==> src/rtl/input_player_pkg.sv <==
// ---------------------------------------------------------------------------
// input_player_pkg
// Shared definitions for the host-to-reservoir stimulus player:
//   state_t     - controller state encoding (IDLE, LOAD, READY, PLAY)
//   nbytes()    - number of bit-packed bytes needed for a time series
//   addr_width()- byte-RAM address width for a given depth (minimum 1)
// ---------------------------------------------------------------------------
package input_player_pkg;

    typedef enum logic [1:0] {
        IDLE  = 2'd0,
        LOAD  = 2'd1,
        READY = 2'd2,
        PLAY  = 2'd3
    } state_t;

    // Eight samples per byte, rounded up.
    function automatic int nbytes(input int nr_samples);
        return (nr_samples + 7) / 8;
    endfunction

    function automatic int addr_width(input int depth);
        return (depth > 1) ? $clog2(depth) : 1;
    endfunction

endpackage

==> src/rtl/input_player_mem.sv <==
// ---------------------------------------------------------------------------
// input_player_mem
// Byte RAM holding the bit-packed time series.
//   CLOCK_50  in   clock, rising edge
//   wr_en     in   write strobe
//   wr_addr   in   write byte address
//   wr_data   in   byte to store
//   rd_addr   in   read byte address
//   rd_data   out  registered read data (one cycle after rd_addr)
// ---------------------------------------------------------------------------
module input_player_mem #(
    parameter int DEPTH = 25,
    parameter int AW    = 5
) (
    input  logic          CLOCK_50,
    input  logic          wr_en,
    input  logic [AW-1:0] wr_addr,
    input  logic [7:0]    wr_data,
    input  logic [AW-1:0] rd_addr,
    output logic [7:0]    rd_data
);

    logic [7:0] mem_q [0:DEPTH-1];
    logic [7:0] rd_data_q;

    // NOTE: the storage array has no reset so it maps onto block RAM; stale
    // contents are harmless because the controller clears 'loaded' and
    // never plays until a full series has been rewritten.
    always_ff @(posedge CLOCK_50) begin
        if (wr_en) begin
            mem_q[wr_addr] <= wr_data;
        end
        rd_data_q <= mem_q[rd_addr];
    end

    assign rd_data = rd_data_q;

endmodule

==> src/rtl/input_player.sv <==
// ---------------------------------------------------------------------------
// input_player
// Receives a bit-packed input time series from the host byte stream, stores
// it, and replays it one bit per clock into the reservoir.
//
// Ports:
//   CLOCK_50     in   sole clock, rising edge
//   reset        in   synchronous, active-high
//   received     in   one-cycle strobe, receive_byte valid
//   receive_byte in   host byte, LSB = earliest sample
//   load_signal  in   level: start / restart loading
//   play_signal  in   level: start playback
//   input_bit    out  stimulus bit to reservoir
//   input_valid  out  input_bit carries a sample
//   loaded       out  complete series stored and replayable
//   busy         out  high while loading or playing
//   bytes_loaded out  bytes written in the current load
//
// Build option:
//   INPUT_PLAYER_LOOP_EN - playback wraps continuously; play_signal or
//   load_signal during PLAY requests a stop at the end of the current pass.
// ---------------------------------------------------------------------------
module input_player
    import input_player_pkg::*;
#(
    parameter int nr_samples   = 200,
    parameter int log_nr_lines = 10
) (
    input  logic                    CLOCK_50,
    input  logic                    reset,
    input  logic                    received,
    input  logic [7:0]              receive_byte,
    input  logic                    load_signal,
    input  logic                    play_signal,
    output logic                    input_bit,
    output logic                    input_valid,
    output logic                    loaded,
    output logic                    busy,
    output logic [log_nr_lines-1:0] bytes_loaded
);

    localparam int NBYTES = nbytes(nr_samples);
    localparam int MEM_AW = addr_width(NBYTES);

    localparam logic [log_nr_lines-1:0] ONE       = log_nr_lines'(1);
    localparam logic [log_nr_lines-1:0] LAST_BYTE = log_nr_lines'(NBYTES - 1);
    localparam logic [log_nr_lines-1:0] LAST_IDX  = log_nr_lines'(nr_samples - 1);

    state_t                  state_q, state_d;
    logic [log_nr_lines-1:0] bytes_loaded_q, bytes_loaded_d;
    logic [log_nr_lines-1:0] idx_q, idx_d;
    logic                    loaded_q, loaded_d;
    logic                    busy_q, busy_d;
`ifdef INPUT_PLAYER_LOOP_EN
    logic                    stop_q, stop_d;
    logic                    load_req_q, load_req_d;
`endif

    // Playback pipeline: stage 1 aligns with the RAM read, stage 2 is the
    // output register.
    logic                    play_v1_q, play_v1_d;
    logic [2:0]              bit_sel_q, bit_sel_d;
    logic                    input_bit_q, input_bit_d;
    logic                    input_valid_q, input_valid_d;

    logic                    wr_en;
    logic [7:0]              rd_data;

    // NOTE: every signal assigned here gets a default first, so no path
    // leaves a value unassigned and no latch is inferred.
    always_comb begin
        state_d        = state_q;
        bytes_loaded_d = bytes_loaded_q;
        idx_d          = idx_q;
        loaded_d       = loaded_q;
        wr_en          = 1'b0;
`ifdef INPUT_PLAYER_LOOP_EN
        stop_d         = stop_q;
        load_req_d     = load_req_q;
`endif

        case (state_q)
            IDLE: begin
                if (load_signal) begin
                    state_d        = LOAD;
                    bytes_loaded_d = '0;
                    loaded_d       = 1'b0;
                end
            end

            LOAD: begin
                // A restart wins over a byte arriving on the same edge.
                if (load_signal) begin
                    bytes_loaded_d = '0;
                end else if (received) begin
                    wr_en          = 1'b1;
                    bytes_loaded_d = bytes_loaded_q + ONE;
                    if (bytes_loaded_q == LAST_BYTE) begin
                        state_d  = READY;
                        loaded_d = 1'b1;
                    end
                end
            end

            READY: begin
                if (load_signal) begin
                    state_d        = LOAD;
                    bytes_loaded_d = '0;
                    loaded_d       = 1'b0;
                end else if (play_signal) begin
                    state_d = PLAY;
                    idx_d   = '0;
                end
            end

            PLAY: begin
`ifdef INPUT_PLAYER_LOOP_EN
                if (play_signal) stop_d     = 1'b1;
                if (load_signal) load_req_d = 1'b1;
                if (idx_q == LAST_IDX) begin
                    idx_d = '0;
                    // Requests seen on the final edge of a pass still count.
                    if (load_req_d) begin
                        state_d        = LOAD;
                        bytes_loaded_d = '0;
                        loaded_d       = 1'b0;
                        stop_d         = 1'b0;
                        load_req_d     = 1'b0;
                    end else if (stop_d) begin
                        state_d = READY;
                        stop_d  = 1'b0;
                    end
                end else begin
                    idx_d = idx_q + ONE;
                end
`else
                if (idx_q == LAST_IDX) begin
                    state_d = READY;
                    idx_d   = '0;
                end else begin
                    idx_d = idx_q + ONE;
                end
`endif
            end

            default: state_d = IDLE;
        endcase

        // busy follows the state being entered so it rises on the same edge.
        busy_d = (state_d == LOAD) || (state_d == PLAY);

        play_v1_d     = (state_q == PLAY);
        bit_sel_d     = idx_q[2:0];
        input_valid_d = play_v1_q;
        input_bit_d   = play_v1_q & rd_data[bit_sel_q];
    end

    // NOTE: non-blocking assignments so every flop samples pre-edge values,
    // independent of statement order.
    always_ff @(posedge CLOCK_50) begin
        if (reset) begin
            state_q        <= IDLE;
            bytes_loaded_q <= '0;
            idx_q          <= '0;
            loaded_q       <= 1'b0;
            busy_q         <= 1'b0;
`ifdef INPUT_PLAYER_LOOP_EN
            stop_q         <= 1'b0;
            load_req_q     <= 1'b0;
`endif
            play_v1_q      <= 1'b0;
            bit_sel_q      <= '0;
            input_bit_q    <= 1'b0;
            input_valid_q  <= 1'b0;
        end else begin
            state_q        <= state_d;
            bytes_loaded_q <= bytes_loaded_d;
            idx_q          <= idx_d;
            loaded_q       <= loaded_d;
            busy_q         <= busy_d;
`ifdef INPUT_PLAYER_LOOP_EN
            stop_q         <= stop_d;
            load_req_q     <= load_req_d;
`endif
            play_v1_q      <= play_v1_d;
            bit_sel_q      <= bit_sel_d;
            input_bit_q    <= input_bit_d;
            input_valid_q  <= input_valid_d;
        end
    end

    input_player_mem #(
        .DEPTH (NBYTES),
        .AW    (MEM_AW)
    ) u_mem (
        .CLOCK_50 (CLOCK_50),
        .wr_en    (wr_en & ~reset),
        .wr_addr  (bytes_loaded_q[MEM_AW-1:0]),
        .wr_data  (receive_byte),
        .rd_addr  (idx_q[MEM_AW+2:3]),
        .rd_data  (rd_data)
    );

    assign input_bit    = input_bit_q;
    assign input_valid  = input_valid_q;
    assign loaded       = loaded_q;
    assign busy         = busy_q;
    assign bytes_loaded = bytes_loaded_q;

endmodule

==> config.mk <==
export PLATFORM = sky130hd
export DESIGN_NAME = input_player
export DESIGN_NICKNAME = d
export VERILOG_FILES = /design/src/rtl/input_player_pkg.sv /design/src/rtl/input_player_mem.sv /design/src/rtl/input_player.sv
export SDC_FILE = /design/constraint.sdc
export NUM_CORES = 1
export LEC_CHECK = 0
export BUFFER_PORTS_ARGS = -buffer_cell sky130_fd_sc_hd__buf_2
export CELL_PAD_IN_SITES_DETAIL_PLACEMENT = 1
export CELL_PAD_IN_SITES_GLOBAL_PLACEMENT = 2
export CORE_MARGIN = 5
export CORE_UTILIZATION = 47
export DETAILED_ROUTE_END_ITERATION = 8
export PLACE_DENSITY = 0.77
export REMOVE_ABC_BUFFERS = 1
export SYNTH_ARGS = -nofsm -noshare
export SYNTH_HDL_FRONTEND = slang
export SYNTH_SLANG_ARGS = --single-unit
==> constraint.sdc <==
create_clock -name CLOCK_50 -period 2.5 [get_ports CLOCK_50]
set_input_delay 0.625 -clock CLOCK_50 [delete_from_list [all_inputs] [get_ports CLOCK_50]]
set_output_delay 0.625 -clock CLOCK_50 [all_outputs]
set_load 0.005 [all_outputs]
==> impl_metrics.sql, run 1 <==
INSERT INTO impl_metrics (metric_group, metric, value, unit) VALUES
('status', 'outcome', 'finished, final reports clean', ''),
('worst_setup_path', 'timing.critical_path.arrival', '2.54', 'ns'),
('cts', 'insertion_delay_to_the_later_sink_of_the_worst_skew_pair', '0.53', 'ns'),
('synth', 'synth_warnings', '0', ''),
('global_route', 'grt_start_max_net_pins', '26', ''),
('worst_setup_path', 'r2r_start', 'idx_q[3]', ''),
('sta', 'clock_skew', '0.0182', 'ns'),
('worst_hold_path', 'hold-path-endpoint', 'input_valid', ''),
('power_and_ir_drop', 'swShare', '20.1', '%'),
('global_route', 'grt_antenna_before_repair', '0', ''),
('power_and_ir_drop', 'share_seq_of_total_power', '52.8', '%'),
('synth', 'synthCells', '557', ''),
('sta', 'setup-violations-final', '0', ''),
('worst_hold_path', 'holdCritPathClass', 'reg -> reg', ''),
('final_layout', 'layout.area.seq', '6770', 'sq um'),
('cts', 'clock_sink_count', '238', ''),
('synth', 'synthDistinctLibCells', '51', ''),
('drt', 'vias', '5250', ''),
('die', 'rows', '52', ''),
('sta', 'slew_violations', '0', ''),
('final_layout', 'final_cell_count_no_fill', '921', ''),
('sta', 'period_share', '86.1', '%'),
('worst_setup_path', 'worst-path-max-fanout', '24', ''),
('die', 'design.die.area', '23100', 'sq um'),
('sta', 'layout_setup_ws', '0.349', 'ns'),
('worst_hold_path', 'worstHoldStart', 'input_valid_d', ''),
('run', 'cap_violations', '0', ''),
('cts', 'post_cts_hold_buffer_count', '0', ''),
('worst_setup_path', 'worst-setup-path-type', 'reg -> reg', ''),
('synth', 'synthDominantAreaCellType', 'edfxtp_1', ''),
('sta', 'maxClockFrequency', '465', 'MHz'),
('final_layout', 'antenna_cells', '0', ''),
('global_route', 'track_usage', '19.5', '%'),
('die', 'initial_core_util', '47.4', '%'),
('final_layout', 'n_fill_cell', '1883', ''),
('sta', 'slew_headroom', '52.4', '%'),
('die', 'fp.coreArea', '20000', 'sq um'),
('power_and_ir_drop', 'power.share.clock', '45.7', '%'),
('power_and_ir_drop', 'combPwrFrac', '1.5', '%'),
('die', 'die_y', '152', 'um'),
('drt', 'post_drt_via_cell_ratio', '5.70', ''),
('synth', 'synth-async-reset-ratio', '0', '%'),
('synth', 'synth_most_common_cell', 'edfxtp_1', ''),
('final_layout', 'layout.core_utilization', '55.1', '%'),
('power_and_ir_drop', 'ir_drop', '0.592', 'mV'),
('sta', 'grt_setup_unrepaired', 'false', ''),
('sta', 'timing.final.hold_violations', '0', ''),
('placement', 'place_inst', '874', ''),
('cts', 'ctsRootBufferMaster', 'clkbuf_16', ''),
('die', 'die_w', '152', 'um'),
('synth', 'postSynthRegisterBits', '238', ''),
('cts', 'cts_inserted_buffers', '26', ''),
('sta', 'tightest_slew', '0.713', 'ns'),
('global_route', 'vias_in_the_first_global_route', '5578', ''),
('drt', 'drt_iter0_drc', '355', ''),
('drt', 'route.detailed.drc', '0', ''),
('synth', 'synth.top_cells.by_area', 'edfxtp_1, mux4_2, dfxtp_1', ''),
('drt', 'drt_pre_antenna_iters', '4', ''),
('placement', 'final_gp_congestion', '0.829', ''),
('worst_setup_path', 'worst_r2r_endpoint', 'u_mem.rd_data[3]', ''),
('worst_setup_path', 'critPathCaptureType', 'register', ''),
('synth', 'synth.top_cells.by_count', 'edfxtp_1, nor2_1, mux4_2', ''),
('placement', 'post-dp-hpwl', '15300', 'um'),
('placement', 'placement_stage_cell_area', '10200', 'sq um'),
('final_layout', 'final_layout_size_suffix_gt1_share', '26.1', '%'),
('cts', 'ctsHtreeMaxLevel', '1', ''),
('die', 'pin_count', '27', ''),
('sta', 'finalHoldWorstSlack', '0.488', 'ns'),
('worst_setup_path', 'worstRegToRegCells', '5', ''),
('worst_hold_path', 'holdPathStages', '1', ''),
('placement', 'placement.setup.worst_slack', '0.335', 'ns');
==> cell type report <==
cell class	count	share of cell area, %
clock buffer	30	6.22
clock inverter	17	1.39
inverter	4	0.136
multi-input combinational	284	23.0
sequential	238	61.4
tap	270	3.06
timing repair buffer	78	4.83
==> per-layer routing <==
metal | track usage, % | vias up | routed length (um)
li1 | - | 2360 | -
met1 | 27.7 | 2721 | 10100
met2 | 32.0 | 133 | 11000
met3 | 2.67 | 36 | 1090
met4 | 5.18 | 0 | 550
met5 | 0 | - | 0
==> power by group through the flow <==
stage          combinational (uW)  sequential [uW]  clock, uW
2_1_floorplan                24.5             4390          0
3_3_place_gp                  120             4390          0
3_5_place_dp                  126             4390          0
4_1_cts                       126             4300       3800
5_1_grt                       135             4300       3980
6_report                      123             4300       3720
==> worst max-delay path, stage by stage (launching register included) <==
cell and delay [ns]:
dfxtp_4 0.53, buf_12 0.26, mux4_2 0.54, nor2b_1 0.15, a211oi_1 0.33, o21ai_0 0.17
==> cells in the final DEF, fill, tap and decap left out, types with 6 or more instances in the layout <==
| cell type | n |
|---|---|
| nor2_1 | 44 |
| buf_4 | 51 |
| o21ai_0 | 14 |
| a21oi_1 | 12 |
| a22oi_1 | 12 |
| mux4_2 | 39 |
| nand3_1 | 14 |
| xor2_1 | 8 |
| mux2i_1 | 26 |
| nor2b_1 | 12 |
| nand2_1 | 18 |
| o2111ai_1 | 6 |
| nand2b_1 | 6 |
| edfxtp_1 | 200 |
| dfxtp_1 | 36 |
| buf_2 | 26 |
| clkbuf_16 | 27 |
==> flip-flops by register name, summed over array words and instances (netlist names) <==
name	cells
bit_sel_q	3
busy	1
bytes_loaded	10
idx_q	10
input_bit	1
input_valid	1
input_valid_d	1
loaded	1
state_q	2
u_mem.mem_q	200
u_mem.rd_data	8
==> how the worst max path moves through the flow <==
stage,end,slack [ns],startpoint,cells past startpoint
2_1_floorplan,u_mem.rd_data[5],-1.17,idx_q[3],4
3_3_place_gp,u_mem.rd_data[7],0.37,idx_q[3],5
3_5_place_dp,u_mem.rd_data[3],0.33,idx_q[3],5
4_1_cts,u_mem.rd_data[3],0.31,idx_q[3],5
5_1_grt,u_mem.rd_data[3],0.25,idx_q[3],5
6_report,u_mem.rd_data[3],0.35,idx_q[3],5
==> kinds of logic (layout without fill, tap and decap cells) <==
group / after synthesis / count (layout) / share of synthesized area, %
adder cells (fa/ha/maj): 5 / 5 / 0.659
XOR/XNOR: 8 / 8 / 0.738
AO/OA/AOI/OAI: 71 / 71 / 5.16
AND/OR/NAND/NOR: 128 / 128 / 6.90
flip-flops: 238 / 238 / 71.3
multiplexers: 72 / 72 / 13.3
buffers and inverters: 35 / 129 / 1.94
==> metrics by stage <==
step	setup TNS [ns]	power [uW]
2_1_floorplan	-18.60	4410
3_3_place_gp	0	4510
3_5_place_dp	0	4510
4_1_cts	0	8220
5_1_grt	0	8420
6_report	0	8150
Note: power is estimated with default switching activity, not from simulation.
==> run 2, diff against run 1 <==
--- a/config.mk
+++ b/config.mk
@@ -7,11 +7,11 @@
 export LEC_CHECK = 0
 export BUFFER_PORTS_ARGS = -buffer_cell sky130_fd_sc_hd__buf_2
 export CELL_PAD_IN_SITES_DETAIL_PLACEMENT = 1
-export CELL_PAD_IN_SITES_GLOBAL_PLACEMENT = 2
-export CORE_MARGIN = 5
-export CORE_UTILIZATION = 47
+export CELL_PAD_IN_SITES_GLOBAL_PLACEMENT = 1
+export CORE_MARGIN = 4
+export CORE_UTILIZATION = 53
 export DETAILED_ROUTE_END_ITERATION = 8
-export PLACE_DENSITY = 0.77
+export PLACE_DENSITY = 0.76
 export REMOVE_ABC_BUFFERS = 1
 export SYNTH_ARGS = -nofsm -noshare
 export SYNTH_HDL_FRONTEND = slang
==> impl_metrics.sql, run 2 (synthesized netlist as in run 1, its figures left out) <==
INSERT INTO impl_metrics (metric_group, metric, value, unit) VALUES
('worst_setup_path', 'worst-setup-path-type', 'reg -> reg', ''),
('cts', 'clk_transition_reported_paths', '0.06', 'ns'),
('drt', 'wire_per_inst', '25.2', 'um'),
('die', 'initial_core_util', '54.5', '%'),
('final_layout', 'design.final.nets', '644', ''),
('sta', 'layout_setup_ws', '0.192', 'ns'),
('drt', 'vias', '5277', ''),
('global_route', 'grt_antenna_before_repair', '0', ''),
('final_layout', 'final_cell_mix', 'edfxtp_1, buf_4, nor2_1, mux4_2, dfxtp_1', ''),
('run', 'cap_violations', '0', ''),
('final_layout', 'layout.area.seq', '6770', 'sq um'),
('worst_setup_path', 'critPathLaunchType', 'register', ''),
('power_and_ir_drop', 'combPwrFrac', '1.4', '%'),
('power_and_ir_drop', 'power.share.clock', '46.8', '%'),
('drt', 'route.detailed.drc', '0', ''),
('placement', 'final_gp_congestion', '0.904', ''),
('sta', 'period_share', '92.3', '%'),
('sta', 'finalCriticalPeriod', '2.31', 'ns'),
('sta', 'grt_setup_unrepaired', 'false', ''),
('drt', 'drt-total-wl', '21900', 'um'),
('die', 'design.die.area', '20100', 'sq um'),
('worst_setup_path', 'timing.critical_path.required', '2.91', 'ns'),
('sta', 'slew_violations', '0', ''),
('worst_setup_path', 'critPathCaptureType', 'register', ''),
('sta', 'finalHoldWorstSlack', '0.473', 'ns'),
('cts', 'cts.repair.resized', '0', ''),
('final_layout', 'antenna_cells', '0', ''),
('worst_setup_path', 'cp_top_family', 'multiplexers', ''),
('drt', 'drt_pre_antenna_iters', '5', ''),
('worst_setup_path', 'cell_by_cell_listing_of_the_critical_path', 'buf_4 -> mux4_2 -> mux2i_1 -> o22a_1 -> o21ai_0', ''),
('final_layout', 'largest_register_ff_count', '200', ''),
('sta', 'setup-violations-final', '0', ''),
('final_layout', 'footprint_of_the_multi_input_gates', '2540', 'sq um'),
('final_layout', 'final_common_cell', 'edfxtp_1', ''),
('worst_setup_path', 'path_buf_inv', '1', ''),
('global_route', 'vias_in_the_first_global_route', '5757', ''),
('cts', 'cts_setup_buffers', '0', ''),
('global_route', 'track_usage', '22.6', '%'),
('placement', 'placement.io_buffers', '26', ''),
('final_layout', 'syn2layout_area_growth', '15.5', '%'),
('worst_setup_path', 'critPathSlowestCell', 'dfxtp_4', ''),
('final_layout', 'final_layout_size_suffix_gt1_share', '25.6', '%'),
('die', 'die_w', '142', 'um'),
('die', 'die_y', '142', 'um'),
('sta', 'slew_headroom', '48.0', '%'),
('sta', 'tightest_slew', '0.778', 'ns'),
('worst_setup_path', 'worst-path-max-fanout', '29', ''),
('worst_setup_path', 'cpPeakStageDelay', '0.69', 'ns'),
('cts', 'cts_tree', 'done', ''),
('global_route', 'grt_start_max_net_pins', '30', ''),
('sta', 'maxClockFrequency', '433', 'MHz'),
('power_and_ir_drop', 'p_sw', '1570', 'uW'),
('drt', 'drt_iter0_drc', '385', ''),
('final_layout', 'layout.core_utilization', '62.9', '%'),
('die', 'rows', '48', ''),
('power_and_ir_drop', 'power.static_leakage', '0.00364', 'uW'),
('status', 'outcome', 'finished, final reports clean', ''),
('cts', 'cts_inserted_buffers', '24', ''),
('worst_setup_path', 'timing.critical_path.arrival', '2.72', 'ns'),
('power_and_ir_drop', 'share_seq_of_total_power', '51.8', '%'),
('worst_hold_path', 'holdCritPathClass', 'reg -> reg', ''),
('cts', 'clock_sink_count', '238', ''),
('final_layout', 'registers.top_by_ff_count', 'u_mem.mem_q', ''),
('sta', 'timing.final.hold_violations', '0', ''),
('cts', 'ctsRootBufferMaster', 'clkbuf_16', ''),
('power_and_ir_drop', 'power_report.internal_total', '6740', 'uW'),
('drt', 'drt.antenna.violating_nets', '0', ''),
('placement', 'placement.setup.worst_slack', '0.135', 'ns'),
('cts', 'insertion_delay_to_the_later_sink_of_the_worst_skew_pair', '0.53', 'ns'),
('cts', 'clockBufferDepth', '3', ''),
('final_layout', 'n_fill_cell', '1559', ''),
('global_route', 'grt_first_pass_wirelength', '34200', 'um'),
('global_route', 'grt-ovfl-total', '0', ''),
('power_and_ir_drop', 'ir_drop', '0.703', 'mV'),
('die', 'pin_count', '27', ''),
('cts', 'post_cts_hold_buffer_count', '0', ''),
('sta', 'clock_skew', '0.0201', 'ns'),
('power_and_ir_drop', 'power.density_cell_area', '758', 'nW/um^2'),
('cts', 'ctsHtreeMaxLevel', '1', ''),
('power_and_ir_drop', 'swShare', '18.9', '%'),
('drt', 'post_drt_via_cell_ratio', '6.07', ''),
('placement', 'post-dp-hpwl', '14500', 'um'),
('die', 'fp.coreArea', '17400', 'sq um');
## run 2: cell count changes in the layout (fill, tap and decap cells not counted), sizes merged
cell	change
buf	-4
bufinv	+4
clkbuf	-3
clkinvlp	-3
inv	-1
## run 2: routing by layer
| metal | track usage, % | share of wire (%) | vias to the layer above | wire [um] |
|---|---|---|---|---|
| met5 | 0 | 0 | - | 0 |
| met1 | 31.2 | 43 | 2747 | 9420 |
| met2 | 37.5 | 50 | 138 | 10900 |
| li1 | - | - | 2354 | - |
| met4 | 6.21 | 2.2 | 0 | 476 |
| met3 | 4.11 | 5.2 | 38 | 1140 |
## run 2: path summary, 6_finish.rpt
path / startpoint / endpoint / slack [ns] / depth (start not counted)
min reg2reg: input_valid_d / input_valid / 0.47 / 1
min: input_valid_d / input_valid / 0.47 / 1
max: idx_q[3] / u_mem.rd_data[3] / 0.19 / 5
max reg2reg: idx_q[3] / u_mem.rd_data[3] / 0.19 / 5
## run 2: per-stage QoR
stage                     TNS, ns  power (uW)  cell area, sq um  instances
final                           0        8310             11000        869
after CTS                       0        8380             11000        869
after global routing            0        8550             11000        869
after floorplan            -18.60        4410              9320        526
after detailed placement        0        4500             10100        825
after global placement          0        4500             10100        825
## run 2: final cells by class
| class | count | share of cell area (%) |
|---|---|---|
| Tap cell | 225 | 2.57 |
| Timing Repair Buffer | 74 | 4.47 |
| Multi-Input combinational cell | 284 | 23.2 |
| Clock buffer | 27 | 5.67 |
| Inverter | 4 | 0.137 |
| Clock inverter | 17 | 2.23 |
| Sequential cell | 238 | 61.8 |
## run 2: power by group through the flow
stage / combinational, uW / clock (uW) / sequential (uW)
CTS: 117 / 3960 / 4300
global route: 128 / 4120 / 4300
detailed placement: 116 / 0 / 4390
global placement: 109 / 0 / 4390
floorplan: 24.5 / 0 / 4390
finish: 114 / 3890 / 4300
